File: src/rtl/uc_pkg.sv
// Shared types and constants for the hardwired control unit.
// Optional single-step support is enabled with UC_SINGLE_STEP_EN.
package uc_pkg;

    typedef enum logic [3:0] {
        OP_NOP  = 4'h0,
        OP_ADD  = 4'h1,
        OP_SUB  = 4'h2,
        OP_AND  = 4'h3,
        OP_OR   = 4'h4,
        OP_XOR  = 4'h5,
        OP_DEC  = 4'h6,
        OP_SHL  = 4'h7,
        OP_SHR  = 4'h8,
        OP_LOAD = 4'h9,
        OP_MOV  = 4'hA,
        OP_JMP  = 4'hB,
        OP_JZ   = 4'hC,
        OP_JC   = 4'hD,
        OP_JN   = 4'hE,
        OP_HALT = 4'hF
    } opcode_e;

    typedef enum logic [2:0] {
        S_IDLE,
        S_FETCH,
        S_DECODE,
        S_EXEC,
`ifdef UC_SINGLE_STEP_EN
        S_PAUSE,
`endif
        S_HALT
    } state_e;

    localparam logic [3:0] ALU_ADD = 4'b0000;
    localparam logic [3:0] ALU_SUB = 4'b0011;
    localparam logic [3:0] ALU_AND = 4'b0100;
    localparam logic [3:0] ALU_OR  = 4'b0110;
    localparam logic [3:0] ALU_XOR = 4'b1000;

    localparam logic [1:0] SH_PASS  = 2'b00;
    localparam logic [1:0] SH_LEFT  = 2'b01;
    localparam logic [1:0] SH_RIGHT = 2'b10;

    localparam int CW_A    = 14;
    localparam int CW_B    = 12;
    localparam int CW_D    = 10;
    localparam int CW_WE   = 9;
    localparam int CW_BSEL = 8;
    localparam int CW_G    = 4;
    localparam int CW_H    = 2;
    localparam int CW_MF   = 1;
    localparam int CW_MD   = 0;

    function automatic logic is_flag_op(input opcode_e op);
        return (op inside {OP_ADD, OP_SUB, OP_AND, OP_OR, OP_XOR, OP_DEC});
    endfunction

endpackage

File: src/rtl/contador_programa.sv
// Program counter: async reset, clear, target load and increment.
// Clear has priority over load, load over increment; wraps modulo 2^PC_W.
module contador_programa #(
    parameter int PC_W = 4
) (
    input  logic            clk,
    input  logic            rst_n,
    input  logic            i_clr,
    input  logic            i_ld,
    input  logic            i_inc,
    input  logic [PC_W-1:0] i_target,
    output logic [PC_W-1:0] o_pc
);

    logic [PC_W-1:0] r_pc;

    always_ff @(posedge clk or negedge rst_n) begin
        if (!rst_n) begin
            r_pc <= '0;
        end else if (i_clr) begin
            r_pc <= '0;
        end else if (i_ld) begin
            r_pc <= i_target;
        end else if (i_inc) begin
            r_pc <= r_pc + PC_W'(1);
        end
    end

    assign o_pc = r_pc;

endmodule

File: src/rtl/unidad_control.sv
// Hardwired FETCH/DECODE/EXEC sequencer driving the 4-bit datapath.
// Define UC_SINGLE_STEP_EN to add the step input and PAUSE state.
module unidad_control
    import uc_pkg::*;
#(
    parameter int N    = 4,
    parameter int PC_W = 4
) (
    input  logic            clk,
    input  logic            rst_n,
    input  logic            start,
`ifdef UC_SINGLE_STEP_EN
    input  logic            step,
`endif
    input  logic [15:0]     instr,
    input  logic [3:0]      stateBits,
    output logic [PC_W-1:0] pc_out,
    output logic [15:0]     ctrl_word,
    output logic            busy,
    output logic            halted
);

    if ((N < 1) || (PC_W < 1) || (PC_W > 6)) begin : g_bad_cfg
        $error("unidad_control: illegal N or PC_W");
    end

    state_e      r_state;
    state_e      w_next;
    logic [15:0] r_ir;
    logic [15:0] r_ctrl;
    logic [3:0]  r_flag_q;
    logic        r_flag_pend;
    opcode_e     w_op;
    logic        w_take;
    logic        w_pc_clr;
    logic        w_pc_ld;
    logic        w_pc_inc;
    logic        w_unused;

    function automatic logic [15:0] decode(input logic [15:0] ir);
        logic [15:0] cw;
        cw = '0;
        cw[CW_A +: 2] = ir[9:8];
        cw[CW_B +: 2] = ir[7:6];
        cw[CW_D +: 2] = ir[11:10];
        cw[CW_WE]     = 1'b1;
        unique case (opcode_e'(ir[15:12]))
            OP_ADD:  cw[CW_G +: 4] = ALU_ADD;
            OP_SUB:  cw[CW_G +: 4] = ALU_SUB;
            OP_AND:  cw[CW_G +: 4] = ALU_AND;
            OP_OR:   cw[CW_G +: 4] = ALU_OR;
            OP_XOR:  cw[CW_G +: 4] = ALU_XOR;
            OP_DEC: begin
                cw[CW_BSEL]   = 1'b1;
                cw[CW_G +: 4] = ALU_ADD;
            end
            OP_SHL: begin
                cw[CW_H +: 2] = SH_LEFT;
                cw[CW_MF]     = 1'b1;
            end
            OP_SHR: begin
                cw[CW_H +: 2] = SH_RIGHT;
                cw[CW_MF]     = 1'b1;
            end
            OP_LOAD: cw[CW_MD] = 1'b1;
            OP_MOV: begin
                cw[CW_H +: 2] = SH_PASS;
                cw[CW_MF]     = 1'b1;
            end
            default: cw = '0;
        endcase
        return cw;
    endfunction

    assign w_op = opcode_e'(r_ir[15:12]);

    always_comb begin
        w_take = 1'b0;
        unique case (w_op)
            OP_JMP:  w_take = 1'b1;
            OP_JZ:   w_take = r_flag_q[0];
            OP_JC:   w_take = r_flag_q[1];
            OP_JN:   w_take = r_flag_q[3];
            default: w_take = 1'b0;
        endcase
    end

    always_ff @(posedge clk or negedge rst_n) begin
        if (!rst_n) r_state <= S_IDLE;
        else        r_state <= w_next;
    end

    always_comb begin
        w_next   = r_state;
        w_pc_clr = 1'b0;
        w_pc_ld  = 1'b0;
        w_pc_inc = 1'b0;
        unique case (r_state)
            S_IDLE, S_HALT: begin
                if (start) begin
                    w_next   = S_FETCH;
                    w_pc_clr = 1'b1;
                end
            end
            S_FETCH:  w_next = S_DECODE;
            S_DECODE: w_next = S_EXEC;
            S_EXEC: begin
                if (w_op == OP_HALT) begin
                    w_next = S_HALT;
                end else begin
`ifdef UC_SINGLE_STEP_EN
                    w_next   = S_PAUSE;
`else
                    w_next   = S_FETCH;
`endif
                    w_pc_ld  = w_take;
                    w_pc_inc = !w_take;
                end
            end
`ifdef UC_SINGLE_STEP_EN
            S_PAUSE: if (step) w_next = S_FETCH;
`endif
            default: w_next = S_IDLE;
        endcase
    end

    // The cycle after EXEC (FETCH, or PAUSE) samples the flags of that op.
    always_ff @(posedge clk or negedge rst_n) begin
        if (!rst_n) begin
            r_ir        <= '0;
            r_ctrl      <= '0;
            r_flag_q    <= '0;
            r_flag_pend <= 1'b0;
        end else begin
            if (r_state == S_FETCH) r_ir <= instr;
            r_ctrl <= (r_state == S_DECODE) ? decode(r_ir) : 16'h0000;
            if (r_state == S_EXEC) begin
                r_flag_pend <= is_flag_op(w_op);
            end else if (r_flag_pend) begin
                r_flag_q    <= stateBits;
                r_flag_pend <= 1'b0;
            end
        end
    end

    contador_programa #(
        .PC_W (PC_W)
    ) u_pc (
        .clk      (clk),
        .rst_n    (rst_n),
        .i_clr    (w_pc_clr),
        .i_ld     (w_pc_ld),
        .i_inc    (w_pc_inc),
        .i_target (r_ir[PC_W-1:0]),
        .o_pc     (pc_out)
    );

    assign ctrl_word = r_ctrl;
    assign busy      = (r_state != S_IDLE) && (r_state != S_HALT);
    assign halted    = (r_state == S_HALT);
    assign w_unused  = ^{r_ir, r_flag_q};

endmodule

File: config.mk
export PLATFORM = sky130hd
export DESIGN_NAME = unidad_control
export DESIGN_NICKNAME = d
export VERILOG_FILES = /design/src/rtl/uc_pkg.sv /design/src/rtl/contador_programa.sv /design/src/rtl/unidad_control.sv
export SDC_FILE = /design/constraint.sdc
export NUM_CORES = 1
export LEC_CHECK = 0
export BUFFER_PORTS_ARGS = -buffer_cell sky130_fd_sc_hd__buf_2
export CAP_MARGIN = 30
export CORE_MARGIN = 10
export CORE_UTILIZATION = 52
export DETAILED_ROUTE_END_ITERATION = 8
export PLACE_DENSITY = 0.9
export SETUP_SLACK_MARGIN = 0.1
export SLEW_MARGIN = 10
export SYNTH_ARGS = -nofsm -noshare
export SYNTH_HDL_FRONTEND = slang
export SYNTH_SLANG_ARGS = --single-unit
File: constraint.sdc
create_clock -name clk -period 1.7 [get_ports clk]
set_input_delay 0.17 -clock clk [delete_from_list [all_inputs] [get_ports clk]]
set_output_delay 0.17 -clock clk [all_outputs]
set_load 0.02 [all_outputs]
== After elaboration in Yosys (flattened, before gate mapping) ==
Cells that the tools add are included.
Cells by class
  multiplexer cells: 20
  reduce and logical (&&, ||, !) cells: 9
  equal/unequal tests: 21
  bitwise operators: 1
  add/sub/neg operators: 1
Operators by type and width (number)
  4-bit equality test (second input constant): 8
  4-bit by 3-bit equality test with 1-bit output (second input constant): 4
  16-bit two-way mux: 1
  4-bit one-hot mux with 4 select lines: 1
  4-bit two-way mux: 3
  3-bit one-hot mux with 4 select lines: 1
  10-bit OR reduction: 1
  1-bit two-way mux: 9
  3-bit one-hot mux with 3 select lines: 1
  4-bit by 2-bit equality test with 1-bit output (second input constant): 2
  7-bit two-way mux: 1
  3-bit by 2-bit equality test with 1-bit output (second input constant): 2
  3-bit two-way mux: 2
  3-bit nonzero test: 2
  6-bit nonzero test: 1
  4-bit by 1-bit adder with 4-bit output (second input constant): 1
  4-bit by 1-bit equality test with 1-bit output (second input constant): 1
  1-bit one-hot mux with 4 select lines: 1
  3-bit by 1-bit equality test with 1-bit output (second input constant): 1
  3-bit equality test (second input constant): 1
  3-bit logical NOT: 1
  3-bit != test (second input constant): 1
  2-bit != test (second input constant): 1
  2-bit AND reduction: 1
  other kinds (4): 4
Storage, ports and cells
  input port bits: 23
  bits in registers: 44
  output and inout port bits: 22
  word-level logic and storage cells: 58

== Logic depth before layout (Yosys ltp) ==
Gate-level depths: netlist of the first run.
  depth in word-level cells: 8
  mapped depth: 6

== By module ==
Synthesis of the first run repeated with hierarchy kept, for this count alone.
Unflattened totals
  cell total of the unflattened synthesis: 146
  area total of the unflattened synthesis: 1762.9 um^2
Modules (own cells, without submodules)
  unidad_control: times used 1, cells an instance 124, seq. area each 925.9 um^2, area an instance 1537.7 um^2
  contador_programa: times used 1, cells an instance 22, seq. area each 100.1 um^2, area an instance 225.2 um^2

== Worst setup path after synthesis of the first run ==
OpenSTA, ideal clock, no wires.
  kind: flip-flop to flip-flop
  from: reg r_ir[13]
  to: reg u_pc.r_pc[2] (netlist: u_pc.o_pc[2])
  path buffers: 1
  cell stages (with the launch flop): 6
  data required time: 1.574 ns
  arrival time: 1.367 ns
  period minus slack after synthesis: 1.493 ns
  slack: 0.207 ns
  cells stage by stage: dfrtp_1 -> buf_6 -> nand3b_4 -> a311oi_4 -> a221oi_1 -> a221o_1
On the way
  cells in the longest elaborated chain, start to end: 6
  elaborated cells on any way between the ends: 14
  those cells by class: 5 x eq/ne; 7 x mux; 2 x reduce/logical
Ends and longest elaborated chain
  start: declaration: RTL line unidad_control.sv:29  | logic [15:0] r_ir;
  start signal: assignment: RTL line unidad_control.sv:135  | if (r_state == S_FETCH) r_ir <= instr;
  4-bit equality test: RTL line unidad_control.sv:79  | unique case (w_op)
  1-bit one-hot mux with 4 select lines: RTL line unidad_control.sv:79
  1-bit two-way mux or 1-bit logical NOT (tied branches): RTL line unidad_control.sv:108, unidad_control.sv:117
  1-bit two-way mux (on tied branches): RTL line unidad_control.sv:98, unidad_control.sv:108
  4-bit two-way mux or 1-bit two-way mux (tied branches): RTL line contador_programa.sv:22, unidad_control.sv:98
  4-bit two-way mux or 3-bit nonzero test (tied branches)
  end signal: assignment: RTL line contador_programa.sv:23  | r_pc <= i_target;
  end signal: assignment: RTL line contador_programa.sv:25  | r_pc <= r_pc + PC_W'(1);
  end: declaration: RTL line contador_programa.sv:15  | logic [PC_W-1:0] r_pc;
Parallel ways exist; a longest one is shown, timed or not.
A chain may end at the register's enable or synchronous reset.

== Worst setup path after layout of the first run ==
  from: reg r_state[1]
  to: reg u_pc.r_pc[3] (netlist: u_pc.o_pc[3])
On the way
  cells in the longest elaborated chain, start to end: 4
  elaborated cells on any way between the ends: 10
  those cells by class: 2 x eq/ne; 5 x mux; 3 x reduce/logical
Ends and longest elaborated chain
  start: declaration: RTL line unidad_control.sv:27  | state_e r_state;
  start signal: assignment: RTL line unidad_control.sv:90  | else r_state <= w_next;
  3-bit equality test (tied with other cells): RTL line unidad_control.sv:98  | unique case (r_state)
  2-bit OR reduction or 1-bit two-way mux (tied branches): RTL line unidad_control.sv:98
  1-bit two-way mux or 4-bit two-way mux (tied branches): RTL line unidad_control.sv:98, contador_programa.sv:22
  3-bit nonzero test (no line) or 4-bit two-way mux (tied branches)
Parallel ways exist; a longest one is shown, timed or not.

==> results.yml, run 1 <==
status:
  status: "complete, no violations"
timing:
  grt_setup_unrepaired: "true"
  finalHoldViolCount: 0
  fin_crit_sh_pct: 93.64
  finClkSkew_ps: 16.74
  drv_slew: 0
  hold-worst-slack_ps: 44.67
  final-setup-viol-count: 0
  setup_tns_ps: 0
  max_freq_mhz: 628.2
  slew_headroom_pct: 67.57
  worst_pin_slew_ps: 486.5
  finalCriticalPeriod_ps: 1592
placement:
  port-buffer-count: 41
  hpwl_um: 2715
  gp_congestion: 0.8640
floorplanning:
  pin_count: 45
  die_height_um: 79.05
  die-area_um2: 6248
  start_util_pct: 53.91
  dieWidth_um: 79.05
  core_um2: 3363
  num_rows: 21
synth:
  netlist_instances: 139
  synth_warnings: 0
  synth_edf_count: 0
  async_reset_ff_share_pct: 100.0
  yosysUniqueCellTypes: 40
  synth-seq-cells: 41
  synthesis.area_um2: 1813
  syn_area_per_cell_um2: 13.04
  ys.flop_type: "dfrtp_1"
  syn-num-nets: 163
  yosysSeqAreaShare_pct: 56.59
global_route:
  grt_max_degree: 42
  use_met2_pct: 19.82
  met3_usage_pct: 6.644
  gr-usage-all-layers_pct: 12.03
  gr-max-usage-layer: "met2"
  use_met1_pct: 12.70
  grt_pass1_wl_um: 6113
  grt_overflow_total: 0
  grt_antenna_before_repair: 0
  grt_pass1_vias: 1352
detailed_routing:
  wire_per_inst_um: 15.06
  drtAntennaViolNets: 0
  drt_first_pass_iters: 4
  vias_per_cell: 4.996
  drtIter0Drc: 111
  drc_errors: 0
  drt-total-wl_um: 3629
  vias: 1204
min_path:
  hp-class: "input port to register"
setup_path:
  path_max_fanout: 7
  criticalPathCategory: "register to register"
  crit_buf_inv: 0
  critPathSlowestCell: "dfrtp_1"
  slowest_delay_ps: 520
  cp_data_required_time_ps: 1940
  end_kind: "register"
  crit_arrival_ps: 1830
  critical_path.top_delay_family: "compound AO/OA/AOI/OAI gates"
  cp_cell_sequence: "nand3b_4, a311oi_4, a221oi_2, a221o_1"
  start_kind: "register"
cells_and_area:
  filler_cell_count: 277
  diodes: 0
  fin_util_pct: 65.77
  layout_common_cells: "buf_2 (41), dfrtp_1 (39), mux2_2 (16)"
  area_delta_synth_final_pct: 22.02
  layout_commonest_cell: "buf_2"
  drive_above_1_share_pct: 49.23
  nNetsFinal: 218
clocking:
  clock_path_buffers: 2
  cts_made_buffers: 5
  clkTransAtPathRegs_ps: 120
  h-tree-depth: 2
  clock_latency_ps: 340
  clock_sinks: 41
  cts-root-buf: "clkbuf_4"
  cts_tree: "built"
pwr:
  p_per_area_nw_per_um2: 1868
  ir_worst_vdd_mv: 1.129
  power_leakage_uw: 0.001077
  fin_total_pwr_uw: 4132
run:
  cap_violations: 0
## flip-flops by register name, indices dropped and copies added (netlist names)
register	flops
ctrl_word	16
r_ir	14
u_pc.o_pc	4
r_flag_q	3
r_state	3
r_flag_pend	1
## through the flow
step	cells	worst slack (ps)	area, um2
detailed placement	229	64.47	2068
global placement	229	111.4	2068
finish	241	108.1	2212
global route	241	40.03	2212
floorplan	139	207.3	1813
CTS	239	67.77	2187
## cell usage after synthesis (2+ instances only)
library cell / instances / area share [%]
a21oi_1: 4 / 1.1
a221o_1: 3 / 1.7
a221oi_1: 2 / 0.97
and2_1: 6 / 2.1
buf_6: 3 / 1.9
clkbuf_8: 3 / 2.3
dfrtp_1: 41 / 57
inv_1: 5 / 1.0
mux2_2: 16 / 9.9
nand2_1: 7 / 1.4
nand2b_1: 3 / 1.0
nand3_1: 4 / 1.1
nand3b_4: 2 / 2.2
nor2_1: 8 / 1.7
nor3_1: 5 / 1.4
o21ai_0: 2 / 0.55
or2b_2: 2 / 0.97
## logic make-up (layout without fill, tap and decap cells)
logic type               Yosys count  count (layout)  synth area share [%]
XOR/XNOR                           1               1                0.4832
AO/OA/AOI/OAI                     19              19                 9.111
multiplexers                      17              17                 10.49
buffers and inverters             12              68                 5.590
adder cells (fa/ha/maj)            1               1                0.6900
AND/OR/NAND/NOR                   48              48                 17.05
flip-flops                        41              41                 56.59
## area by class of cell
class                           instances  area [um2]  share of cell area (%)
Timing Repair Buffer                   55       312.8                   14.14
Clock buffer                            7       55.05                   2.489
Tap cell                               46       57.56                   2.602
Multi-Input combinational cell         86       709.4                   32.07
Sequential cell                        41        1028                   46.49
Clock inverter                          1       30.03                   1.357
Inverter                                5       18.77                  0.8484
## layer usage
metal	share of wire (%)	vias to the layer above
met4	1.2	0
met2	50	36
met5	0	-
met3	9.7	5
li1	-	599
met1	39	564
## worst register-to-register path, stage by stage (launching register included)
cell      delay, ps
dfrtp_1         520
nand3b_4        150
a311oi_4        420
a221oi_2        120
a221o_1         280
## power breakdown
| part | switching (uW) | internal, uW | leakage (uW) |
|---|---|---|---|
| sequential | 272 | 1350 | 0.000520 |
| combinational | 960 | 906 | 0.000512 |
| clock | 297 | 351 | 0.0000455 |
## worst paths after layout
check | start | end | slack (ps) | cells after the start
worst max register to register | r_state[1]$_DFFE_PN0P_ | u_pc.o_pc[3]$_DFFE_PN0P_ | 110 | 4
worst min register to register | r_ir[7]$_DFFE_PN0N_ | ctrl_word[13]$_DFF_PN0_ | 490 | 1
max in group asynchronous | rst_n | r_ir[12]$_DFFE_PN0N_ | 920 | 3
min in group asynchronous | rst_n | ctrl_word[3]$_DFF_PN0_ | 400 | 3
worst min-delay path | instr[15] | r_ir[15]$_DFFE_PN0N_ | 40 | 3
worst max-delay path | r_state[1]$_DFFE_PN0P_ | u_pc.o_pc[3]$_DFFE_PN0P_ | 110 | 4
## repair_timing
item,in CTS,in global routing
cloned,0,0
endpoints found under the setup margin,2,16
hold buffers,1,0
buffers inserted,1,2
resized for setup,3,4
pin swaps,2,4
hold endpoints to repair,41,0
(Power assumes the default switching activity.)
==> run 2: changes to the inputs <==
- ABC_AREA: unset -> 1
- PLACE_DENSITY: 0.9 -> 0.91
==> run 2 against run 1 <==
  * Count of clock-buffer cells in the layout is 2 lower
  * Synthesized area is 3.3% lower
  * Critical path depth did not move
  * Sequential share of layout area rose by 2.8 points
  * Via count up 15%
  * Sequential cell count is the same
  * Sequential power down 4%
==> results.yml, run 2 <==
setup_path:
  cp_data_required_time_ps: 1530
  critical_path.top_delay_family: "flip-flops"
  start_kind: "register"
  end_kind: "primary output"
  cp_cell_sequence: "nor2_2, inv_1, nor2_1, buf_2"
  critPathSlowestCell: "dfrtp_1"
  r2r-end: "ctrl_word[10]$_DFF_PN0_"
  slowest_delay_ps: 440
  path_max_fanout: 4
  crit_arrival_ps: 1300
  worst-r2r-setup-slack_ps: 320
  r2r_cells: 6
  crit_buf_inv: 2
  criticalPathCategory: "register to primary output"
  reg2reg_from: "r_ir[13]$_DFFE_PN0N_"
floorplanning:
  pin_count: 45
  num_rows: 21
  die-area_um2: 6093
  die_height_um: 78.06
  core_um2: 3284
  dieWidth_um: 78.06
  start_util_pct: 53.37
min_path:
  worstHoldEndpoint: "r_flag_q[1]$_DFFE_PN0P_"
  hold_start: "stateBits[1]"
  hp-class: "input port to register"
  hold-path-cell-count: 2
synth:
  synth_edf_count: 0
  yosysMostFrequentCell: "dfrtp_1"
  synth_warnings: 0
  yosysSeqAreaShare_pct: 58.53
  synth.largest_area_cell: "dfrtp_1"
  ys.flop_type: "dfrtp_1"
  synth_top_cells_by_area: "dfrtp_1 (59%), nor2_1 (7.5%), nand2_1 (6.0%), nand3_1 (5.1%), a21oi_1 (4.9%)"
  synthesis.area_um2: 1753
  synth-seq-cells: 41
  synthTopCellsByCount: "dfrtp_1 (41), nor2_1 (35), nand2_1 (28)"
  yosysUniqueCellTypes: 24
  yosysTopAreaCellShare_pct: 58.53
  netlist_instances: 195
  syn-num-nets: 219
  async_reset_ff_share_pct: 100.0
  syn_area_per_cell_um2: 8.989
global_route:
  grt_pass1_vias: 1432
  grt_antenna_before_repair: 0
  grt_pass1_wl_um: 6382
  grt_overflow_total: 0
  grt_max_degree: 30
  gr-usage-all-layers_pct: 12.83
timing:
  finalCriticalPeriod_ps: 1474
  slew_headroom_pct: 75.01
  hold-worst-slack_ps: 51.71
  drv_slew: 0
  grt_setup_unrepaired: "false"
  finClkSkew_ps: 11.52
  setup_tns_ps: 0
  finalHoldViolCount: 0
  worst_pin_slew_ps: 373.5
  max_freq_mhz: 678.6
  final-setup-viol-count: 0
  fin_crit_sh_pct: 86.68
cells_and_area:
  instances_no_fill: 290
  diodes: 0
  area_delta_synth_final_pct: 18.63
  filler_cell_count: 295
  fin_util_pct: 63.31
  drive_above_1_share_pct: 29.92
  largest_reg_flops: 16
  multiInputGateArea_um2: 598.1
  seq_area_um2: 1026
  nNetsFinal: 267
  layout_common_cells: "dfrtp_1 (41), buf_2 (41), nor2_1 (34)"
detailed_routing:
  drtIter0Drc: 135
  wire_per_inst_um: 12.47
  drc_errors: 0
  vias_per_cell: 4.779
  drt_first_pass_iters: 4
  vias: 1386
  drtAntennaViolNets: 0
  drt-total-wl_um: 3616
placement:
  place_inst: 281
  gp_congestion: 0.8985
  hpwl_um: 2765
  port-buffer-count: 41
status:
  status: "complete, no violations"
pwr:
  ir_worst_vdd_mv: 0.8428
  power_leakage_uw: 0.001154
  p_per_area_nw_per_um2: 1754
  fin_total_pwr_uw: 3646
clocking:
  clkTransAtPathRegs_ps: 120
  clock_path_buffers: 2
  clock_latency_ps: 350
  cts_made_buffers: 5
  h-tree-depth: 2
  cts_tree: "built"
  clock_sinks: 41
  cts_setup_buffers: 0
  cts-root-buf: "clkbuf_4"
run:
  cap_violations: 0
run 2: cell types whose count changed after synthesis, sizes merged, moves of 13 or more:
cell,change
a21oi,+14
inv,+23
mux2,-13
nand2,+27
nand3,+14
nor2,+28
run 2: metrics by stage:
| step | setup slack, ps | cell area, um2 |
|---|---|---|
| after floorplan | 495.4 | 1753 |
| after global routing | 129.9 | 2079 |
| final | 226.4 | 2079 |
| after detailed placement | 356.0 | 2012 |
| after global placement | 403.3 | 2012 |
| after CTS | 157.8 | 2077 |
run 2: worst max-delay path by stage:
stage | start | end | slack [ps] | cells after the start
after global placement | r_ir[13]$_DFFE_PN0N_ | u_pc.o_pc[2]$_DFFE_PN0P_ | 400 | 8
after global routing | r_state[0]$_DFFE_PN0P_ | halted | 130 | 4
after CTS | r_state[0]$_DFFE_PN0P_ | halted | 160 | 4
after detailed placement | r_ir[13]$_DFFE_PN0N_ | u_pc.o_pc[0]$_DFFE_PN0P_ | 360 | 8
final | r_state[0]$_DFFE_PN0P_ | halted | 230 | 4
after floorplan | r_state[0]$_DFFE_PN0P_ | r_flag_q[0]$_DFFE_PN0P_ | 500 | 5
run 2: logic make-up (layout without fill, tap and decap cells):
family / Yosys count / after routing / share of synthesized area, %
buffers and inverters: 32 / 81 / 7.494
XOR/XNOR: 2 / 2 / 0.9995
flip-flops: 41 / 41 / 58.53
multiplexers: 3 / 3 / 1.927
AO/OA/AOI/OAI: 23 / 23 / 7.138
adder cells (fa/ha/maj): 1 / 1 / 0.7137
AND/OR/NAND/NOR: 93 / 93 / 23.20
run 2: final cells by class:
type,count,share of cell area [%]
flip-flops and latches,41,49.34
multi-input cells,122,28.76
repair buffers,45,11.43
inverters,28,5.054
well taps,46,2.768
clock buffers,5,1.805
clock inverters,3,0.8424
run 2: timing repair:
item	4_1_cts	5_1_grt
gates resized for setup	0	1
setup endpoints to repair	0	1
endpoints found under the hold margin	16	0
hold buffers	1	0
run 2: report_power, final:
group | internal [uW] | total (uW) | switching, uW
clock | 156 | 474 | 318
combinational | 535 | 1620 | 1090
sequential | 1320 | 1550 | 225
run 2: worst reg2reg max path: cells and delay by family (launching register included):
kind | cells | cell delay (ps)
AND/OR/NAND/NOR | 6 | 790
flip-flops | 1 | 490
run 2: routing by layer:
metal	share of wire, %	up-vias	GRT usage (%)
li1	-	710	-
met1	40	615	14.41
met2	47	55	19.90
met3	11	6	6.036
met4	1.9	0	6.810
met5	0	-	0
